[src/rtl/seq_det_ctrl_if.sv]
// Configuration channel for seq_det_ctrl: pattern, length, overlap mode and target.
// Latency: none, wires only.
// Backpressure: cfg_ready is driven by the controller; a transfer happens when cfg_valid && cfg_ready.
interface seq_det_ctrl_if #(
  parameter int PAT_W = 8,
  parameter int CNT_W = 8
);
  localparam int LEN_W = $clog2(PAT_W + 1);

  logic             cfg_valid;
  logic             cfg_ready;
  logic [PAT_W-1:0] cfg_pattern;
  logic [LEN_W-1:0] cfg_len;
  logic             cfg_overlap;
  logic [CNT_W-1:0] cfg_target;

  // Software/sequencer side offers the configuration.
  modport master (
    output cfg_valid,
    output cfg_pattern,
    output cfg_len,
    output cfg_overlap,
    output cfg_target,
    input  cfg_ready
  );

  // Controller side accepts it.
  modport slave (
    input  cfg_valid,
    input  cfg_pattern,
    input  cfg_len,
    input  cfg_overlap,
    input  cfg_target,
    output cfg_ready
  );
endinterface

[src/rtl/seq_det_ctrl.sv]
// Programmable serial pattern detector with match counter and target stop.
// Latency: sample taken at edge N gives match (and done, if the target is hit) in cycle N+1.
// Backpressure: cfg_ready only in IDLE; serial input has no backpressure, x_valid qualifies each bit.
module seq_det_ctrl #(
  parameter int PAT_W = 8,
  parameter int CNT_W = 8
) (
  input  logic             clk,
  input  logic             rst,
  seq_det_ctrl_if.slave    cfg,
  input  logic             start,
  input  logic             stop,
  input  logic             x,
  input  logic             x_valid,
  output logic             match,
  output logic [CNT_W-1:0] match_count,
  output logic             busy,
  output logic             done
);

  localparam int LEN_W = $clog2(PAT_W + 1);

  typedef enum logic [1:0] {
    IDLE  = 2'd0,
    ARMED = 2'd1,
    RUN   = 2'd2,
    DONE  = 2'd3
  } state_t;

  state_t           state;

  // Latched configuration.
  logic [PAT_W-1:0] pat_q;
  logic [LEN_W-1:0] len_q;
  logic             ovl_q;
  logic [CNT_W-1:0] tgt_q;

  // Serial history, newest bit in [0], and how many of its bits are usable.
  logic [PAT_W-1:0] history;
  logic [LEN_W-1:0] bits_seen;

  // Combinational helpers.
  logic [LEN_W-1:0] len_clamped;
  logic [PAT_W-1:0] new_hist;
  logic [PAT_W-1:0] len_mask;
  logic [LEN_W-1:0] bits_next;
  logic [LEN_W:0]   seen_plus;
  logic [CNT_W-1:0] count_inc;
  logic             hit;
  logic             tgt_reached;

  // Configuration is only accepted in IDLE.
  assign cfg.cfg_ready = (state == IDLE);

  // Length 0 or beyond the pattern register means "use the full width".
  always_comb begin
    len_clamped = cfg.cfg_len;
    if (cfg.cfg_len == '0 || cfg.cfg_len > LEN_W'(PAT_W)) begin
      len_clamped = LEN_W'(PAT_W);
    end
  end

  // Hit detection on the history as it will look after shifting in x.
  always_comb begin
    new_hist = {history[PAT_W-2:0], x};
    for (int i = 0; i < PAT_W; i++) begin
      len_mask[i] = (LEN_W'(i) < len_q);
    end
    // One extra bit so bits_seen+1 cannot wrap when PAT_W+1 is a power of two.
    seen_plus   = {1'b0, bits_seen} + (LEN_W+1)'(1);
    bits_next   = (bits_seen == LEN_W'(PAT_W)) ? bits_seen : bits_seen + LEN_W'(1);
    hit         = (seen_plus >= {1'b0, len_q}) &&
                  (((new_hist ^ pat_q) & len_mask) == '0);
    count_inc   = (match_count == '1) ? match_count : match_count + CNT_W'(1);
    tgt_reached = (tgt_q != '0) && (count_inc == tgt_q);
  end

  // Controller FSM with all outputs registered; stop beats start beats cfg beats data.
  always_ff @(posedge clk or negedge rst) begin
    if (!rst) begin
      state       <= IDLE;
      pat_q       <= '0;
      len_q       <= '0;
      ovl_q       <= 1'b0;
      tgt_q       <= '0;
      history     <= '0;
      bits_seen   <= '0;
      match       <= 1'b0;
      match_count <= '0;
      busy        <= 1'b0;
      done        <= 1'b0;
    end else begin
      match <= 1'b0;
      case (state)
        IDLE: begin
          if (!stop && cfg.cfg_valid) begin
            pat_q <= cfg.cfg_pattern;
            len_q <= len_clamped;
            ovl_q <= cfg.cfg_overlap;
            tgt_q <= cfg.cfg_target;
            state <= ARMED;
          end
        end

        ARMED: begin
          if (stop) begin
            state <= IDLE;
          end else if (start) begin
            history     <= '0;
            bits_seen   <= '0;
            match_count <= '0;
            busy        <= 1'b1;
            state       <= RUN;
          end
        end

        RUN: begin
          if (stop) begin
            // Any sample in this cycle is dropped.
            busy  <= 1'b0;
            state <= IDLE;
          end else if (start) begin
            // Restart; the sample in this cycle is dropped.
            history     <= '0;
            bits_seen   <= '0;
            match_count <= '0;
          end else if (x_valid) begin
            history <= new_hist;
            if (hit) begin
              match       <= 1'b1;
              match_count <= count_inc;
              // Without overlap, bits already consumed by this match are retired.
              bits_seen   <= ovl_q ? bits_next : '0;
              if (tgt_reached) begin
                busy  <= 1'b0;
                done  <= 1'b1;
                state <= DONE;
              end
            end else begin
              bits_seen <= bits_next;
            end
          end
        end

        DONE: begin
          if (stop) begin
            done  <= 1'b0;
            state <= IDLE;
          end else if (start) begin
            history     <= '0;
            bits_seen   <= '0;
            match_count <= '0;
            done        <= 1'b0;
            busy        <= 1'b1;
            state       <= RUN;
          end
        end

        default: begin
          busy  <= 1'b0;
          done  <= 1'b0;
          state <= IDLE;
        end
      endcase
    end
  end

  // busy and done describe different states and never overlap.
  a_busy_done_excl: assert property (@(posedge clk) disable iff (!rst) !(busy && done));

  // A match pulse always leaves a nonzero count behind it.
  a_match_count: assert property (@(posedge clk) disable iff (!rst) match |-> (match_count != '0));

endmodule

[src/flat_wrapper.sv]
// flat-port wrapper written by rule: the top's interface ports become plain ports
module seq_det_ctrl_flat 
#(
  parameter int PAT_W = 8,
  parameter int CNT_W = 8
)
  (clk, rst, start, stop, x, x_valid, match, match_count, busy, done, cfg_cfg_valid, cfg_cfg_pattern, cfg_cfg_len, cfg_cfg_overlap, cfg_cfg_target, cfg_cfg_ready);
  seq_det_ctrl_if #(.PAT_W(PAT_W), .CNT_W(CNT_W)) cfg_i ();
  input  logic clk;
  input  logic rst;
  input  logic start;
  input  logic stop;
  input  logic x;
  input  logic x_valid;
  output logic match;
  output logic [CNT_W-1:0] match_count;
  output logic busy;
  output logic done;
  input wire logic [$bits(cfg_i.cfg_valid)-1:0] cfg_cfg_valid;
  input wire logic [$bits(cfg_i.cfg_pattern)-1:0] cfg_cfg_pattern;
  input wire logic [$bits(cfg_i.cfg_len)-1:0] cfg_cfg_len;
  input wire logic [$bits(cfg_i.cfg_overlap)-1:0] cfg_cfg_overlap;
  input wire logic [$bits(cfg_i.cfg_target)-1:0] cfg_cfg_target;
  output wire logic [$bits(cfg_i.cfg_ready)-1:0] cfg_cfg_ready;
  assign cfg_i.cfg_valid = cfg_cfg_valid;
  assign cfg_i.cfg_pattern = cfg_cfg_pattern;
  assign cfg_i.cfg_len = cfg_cfg_len;
  assign cfg_i.cfg_overlap = cfg_cfg_overlap;
  assign cfg_i.cfg_target = cfg_cfg_target;
  assign cfg_cfg_ready = cfg_i.cfg_ready;
  seq_det_ctrl #(.PAT_W(PAT_W), .CNT_W(CNT_W)) u_core (.clk(clk), .rst(rst), .cfg(cfg_i), .start(start), .stop(stop), .x(x), .x_valid(x_valid), .match(match), .match_count(match_count), .busy(busy), .done(done));
endmodule
[config.mk]
export PLATFORM = sky130hd
export DESIGN_NAME = seq_det_ctrl_flat
export DESIGN_NICKNAME = d
export VERILOG_FILES = /design/src/rtl/seq_det_ctrl_if.sv /design/src/rtl/seq_det_ctrl.sv /design/src/flat_wrapper.sv
export SDC_FILE = /design/constraint.sdc
export NUM_CORES = 1
export LEC_CHECK = 0
export CORE_MARGIN = 2
export CORE_UTILIZATION = 45
export CTS_CLUSTER_DIAMETER = 40
export DETAILED_ROUTE_END_ITERATION = 8
export GPL_TIMING_DRIVEN = 0
export PLACE_DENSITY_LB_ADDON = 0.25
export SLEW_MARGIN = 20
export SYNTH_ARGS = -nofsm -noshare
export SYNTH_HDL_FRONTEND = slang
export SYNTH_SLANG_ARGS = --single-unit
[constraint.sdc]
create_clock -name clk -period 2.3 [get_ports clk]
set_input_delay 0.345 -clock clk [delete_from_list [all_inputs] [get_ports clk]]
set_output_delay 0.345 -clock clk [all_outputs]
set_load 0.01 [all_outputs]
* After elaboration in Yosys (flattened, before gate mapping) *
Index checks and enable logic that the tools add are counted.

cells by class
  multiplexer cells = 52
  eq/ne operators = 22
  bitwise logic cells = 2
  reduce and logical (&&, ||, !) cells = 18
  magnitude comparators = 10
  add/subtract/negate cells = 3

operators with widths
  cell                 number
  $mux 8               7
  $mux 4               9
  $mux 7               3
  $mux 1               19
  $lt 3x4->1 const A   4
  $mux 2               8
  $pmux 8 s2           1
  $pmux 7 s2           1
  $reduce_and 7->1     2
  $ne 3x3->1 const B   4
  $reduce_and 6->1     2
  $ne 3x2->1 const B   3
  $add 8x1->8 const B  1
  $and 8x8->8          1
  $eq 8x8->1           1
  $eq 8x8->1 const B   1
  $logic_not 8->1      1
  $lt 1x4->1 const A   2
  $lt 2x4->1 const A   2
  $ne 2x1->1 const B   4
  $ne 2x2->1 const B   4
  $pmux 4 s2           1
  $reduce_bool 8->1    1
  $xor 8x8->8          1
  other kinds (19)     24

storage, ports and cells
  register bits = 45
  logic and storage cells = 118
  input port bits = 28

* Depth between registers and ports, before layout *
  depth after elaboration = 10
  mapped depth = 11

* Worst setup path before layout *
OpenSTA, ideal clock, no wires.

  path type = flip-flop to flip-flop
  start point = register u_core.match_count[1]
  end point = register u_core.busy
  required time = 2.169 ns
  period minus slack after synthesis = 2.426 ns
  data arrival time = 2.295 ns
  path buffers = 1
  slack = -0.126 ns
  cell stages (with the launch flop) = 10
  cells stage by stage = dfrtp_1 ha_1 clkbuf_1 and4_1 nand2_1 a211oi_1 o211ai_1 nor4_4 a21oi_1 or3_1

on the way
  cells in the longest elaborated chain, start to end = 6

ends and longest elaborated chain
  what                                              RTL line             source
  start, declared                                   seq_det_ctrl.sv:16   output logic [CNT_W-1:0] match_count,
  start signal, assigned                            seq_det_ctrl.sv:131  match_count <= count_inc;
  $add 8x1->8 / $eq 8x8->1 (equally long branches)  seq_det_ctrl.sv:74   count_inc = (match_count == '1) ? match_count : match_count + CNT_W'(1);
  $mux 8 (*)                                        seq_det_ctrl.sv:74
  $eq 8x8->1 (*)                                    seq_det_ctrl.sv:75   tgt_reached = (tgt_q != '0) && (count_inc == tgt_q);
  $logic_and 1x1->1 (*)                             seq_det_ctrl.sv:75
  $ne 3x2->1 (no line) (*)                          --
  $reduce_and 7->1 (no line) (*)                    --
  end signal, assigned                              seq_det_ctrl.sv:90   busy <= 1'b0;
  end signal, assigned                              seq_det_ctrl.sv:112  busy <= 1'b1;
  end signal, assigned                              seq_det_ctrl.sv:120  busy <= 1'b0;
  end, declared                                     seq_det_ctrl.sv:17   output logic busy,

Mark *: on every way between the ends. The rest lies on a longest branch, timed or not.
A chain may end at the register's enable or synchronous reset.

* Worst setup path after layout *
  start point = register u_core.history[0]
  end point = register u_core.state[0]

on the way
  cells in the longest elaborated chain, start to end = 6

ends and longest elaborated chain
  what                        RTL line             source
  start, declared             seq_det_ctrl.sv:39   logic [PAT_W-1:0] history;
  start signal, assigned      seq_det_ctrl.sv:128  history <= new_hist;
  $xor 8x8->8                 seq_det_ctrl.sv:73   (((new_hist ^ pat_q) & len_mask) == '0);
  $and 8x8->8                 seq_det_ctrl.sv:73
  $logic_not 8->1             seq_det_ctrl.sv:73
  $logic_and 1x1->1           seq_det_ctrl.sv:72   hit = (seen_plus >= {1'b0, len_q}) &&
  $ne 3x2->1 (no line)        --
  $reduce_and 6->1 (no line)  --
  end signal, assigned        seq_det_ctrl.sv:81   state <= IDLE;
  end signal, assigned        seq_det_ctrl.sv:101  state <= ARMED;
  end signal, assigned        seq_det_ctrl.sv:107  state <= IDLE;
  end, declared               seq_det_ctrl.sv:30   state_t state;

Every way passes these cells.

==> metrics.txt <==
register area share after synthesis 44.20%; die height 79.24 µm; core area 5473 µm²; Comb pwr share 25.8%; initial antenna violation count 0; Initial Util 46.55%; PortBufs 39; overall routing resource usage 20.10%; CTS H-tree depth 2; # rows 27; Final nets 346; drt total wl 6374 µm; Num CTS Buffers 5; GPL Wtd Cong 0.8150; Clock Path Buffers 2; drt pass-1 iters 4; post-DP HPWL 4134 µm; Post-Syn Nets 289; number of synthesized register bits 45; RSZ-0062 raised after global routing yes; FMAX 0.4231 GHz; Crit. End Element register; Peak VDD IR 0.0003099 V; die width 79.24 µm; Leakage Power 1.399 nW; clock latency at the later pin of the worst-skew pair 310 ps; Clock power frac 26.0%; CTS clk-pin slew, worst paths 90 ps; Avg WL per Cell 16.60 µm; EDFF count, synth 0; final setup margin -63.45 ps; r2r setup slk -60 ps; DRC viols 0; Worst Setup Start Kind register; top_reg_cell synth dfrtp_1; n_diodes 0; CP max FO 5; Max-Cap Viols 0; final hold vios 0; Reg2Reg Depth 8; pwr dens 593.7 nW/µm²; CP required 2520 ps; Worst-Margin Slew 575.2 ps; Switching Share 31.29%; CTS tree built; Initial DRC Count 140; share of layout cells above drive strength 1 24.68%; Overflow after GRT 0; Area Overhead vs Synth 35.22%; via count 2212; die area 6279 µm²; fill count 458; vias in the first global route 2072; asr flop ratio synth 100.0%; syn_area_per_cell 10.03 µm²; final setup fails 2; failing checks setup timing; Routed Antenna Nets 0; clock skew 8.424 ps; first-pass GRT wire length 9839 µm; final hold slack 473.1 ps; post-synthesis cell count 254; Worst EP arrival 2580 ps; Pins Over Slew Limit 0; cell total after placement 366; internal cell power 1.405 mW; synth unique cells 50; worst relative slew slack 61.49%; largest net degree at the start of global routing 33; Mapped Area 2547 µm²; Sw Pwr 0.6398 mW; Top Ports 40; worst reg2reg path endpoint u_core.state[0]; final critical-path required period 2363 ps; Reg power frac 48.2%; Finished Layout Cells 384; Min-Delay Path Class input pin to async pin; clk root buf clkbuf_8; status finished with violations; clk sinks 45; Setup CP Type register to register; vias per cell 5.760; crit share post-route 102.8%; Yosys Warn Count 0; r2r startpoint u_core.history[0]; total power 2.045 mW
==> cell type report <==
type / count / area (µm²) / share of cell area (%)
well taps: 72 / 90.09 / 2.615
inverters: 14 / 52.55 / 1.526
clock buffers: 6 / 82.58 / 2.397
clock inverters: 2 / 13.76 / 0.3996
repair buffers: 54 / 516.7 / 15.00
flip-flops and latches: 45 / 1130 / 32.80
plain buffers: 8 / 41.29 / 1.199
multi-input cells: 183 / 1518 / 44.06
==> layer usage <==
metal  up-vias  wire length, µm  global-route usage (%)  share of wire (%)
met5         -                0                       0                  0
met4         0               65                   6.034                1.0
met3         5              297                   4.773                4.7
met2        55             3273                   33.22                 51
met1      1096             2737                   26.25                 43
li1       1056                -                       -                  -
==> registers in the layout, indices dropped and copies added, names as in the netlist <==
register            cells
u_core.pat_q            8
u_core.busy             1
u_core.history          7
u_core.ovl_q            1
u_core.match            1
u_core.bits_seen        4
u_core.len_q            4
u_core.state            2
u_core.match_count      8
u_core.tgt_q            8
u_core.done             1
==> how the worst max path moves through the flow <==
stage / slack [ps] / cells after the start / start / endpoint
3_3_place_gp: -540 / 1 / rst / u_core.match_count[1]
2_1_floorplan: -10 / 9 / u_core.match_count[1] / u_core.busy
5_1_grt: -250 / 8 / u_core.match_count[3] / u_core.state[0]
6_report: -60 / 8 / u_core.history[0] / u_core.state[0]
3_5_place_dp: -500 / 4 / stop / u_core.pat_q[6]
4_1_cts: -110 / 10 / u_core.bits_seen[0] / u_core.busy
==> cells in the final DEF (no fill, tap or decap), types with 5 or more instances in the layout <==
cell	n
a22o_1	8
nand2_1	13
dfrtp_1	42
clkdlybuf4s50_1	38
nor2_1	9
mux2_2	16
o21ai_0	11
inv_1	14
xor2_1	9
buf_4	12
a21oi_1	15
nor2b_1	5
clkbuf_8	6
and3_1	6
==> cells by family after synthesis <==
logic type	Yosys count	synth area share, %
buffers and inverters	26	3.880
XOR/XNOR	13	4.470
multiplexers	19	8.251
flip-flops	45	44.20
AO/OA/AOI/OAI	77	20.58
adder cells (fa/ha/maj)	7	3.438
AND/OR/NAND/NOR	67	15.18
==> critical path: stages (launching register included) <==
cell and delay [ps]:
dfrtp_1 410, xor2_1 170, or3_4 420, a2111oi_4 350, o211ai_4 180, nor4_4 280
buf_4 170, a31oi_2 70, o31ai_1 230
==> Yosys cell counts (all sizes together) (4+ instances only) <==
master	n	area, µm²
dfrtp	45	1126
a21oi	17	85.08
o21ai	17	85.08
mux2	16	180.2
inv	14	52.55
nand2	13	48.80
clkbuf	11	41.29
nor2	10	37.54
xor2	9	78.83
a22o	8	70.07
ha	7	87.58
and3	6	37.54
nor2b	6	37.54
a31oi	5	37.53
or3	5	31.28
and2	4	25.02
nand2b	4	25.02
nand3	4	20.02
o22ai	4	25.02
xnor2	4	35.03
==> power by group through the flow <==
stage / clock network [mW] / logic [mW] / registers, mW
after floorplan: 0 / 0.278 / 0.966
after global placement: 0 / 0.397 / 0.991
after detailed placement: 0 / 0.409 / 0.995
after CTS: 0.535 / 0.479 / 0.980
after global routing: 0.582 / 0.577 / 0.998
final: 0.532 / 0.527 / 0.986
==> per-stage QoR <==
step | utilization [%] | worst slack (ps) | area [µm²] | setup TNS (ps)
floorplan | - | -11.10 | 2574 | -11.10
global placement | 55.81 | -539.9 | 3054 | -24850
detailed placement | 56.08 | -499.7 | 3069 | -8364
CTS | 60.24 | -114.3 | 3297 | -221.6
global route | 62.94 | -249.2 | 3445 | -1073
finish | 62.94 | -63.45 | 3445 | -101.2
==> what timing repair did <==
| action | 4_1_cts | 5_1_grt |
|---|---|---|
| gates cloned | 0 | 1 |
| hold endpoints to repair | 13 | 0 |
| gates resized for setup | 18 | 29 |
| endpoints found under the setup margin | 25 | 24 |
| pin swaps | 10 | 16 |
| hold buffers | 1 | 0 |
| buffers inserted | 6 | 6 |
No activity file was read; power rests on OpenSTA's default activity.
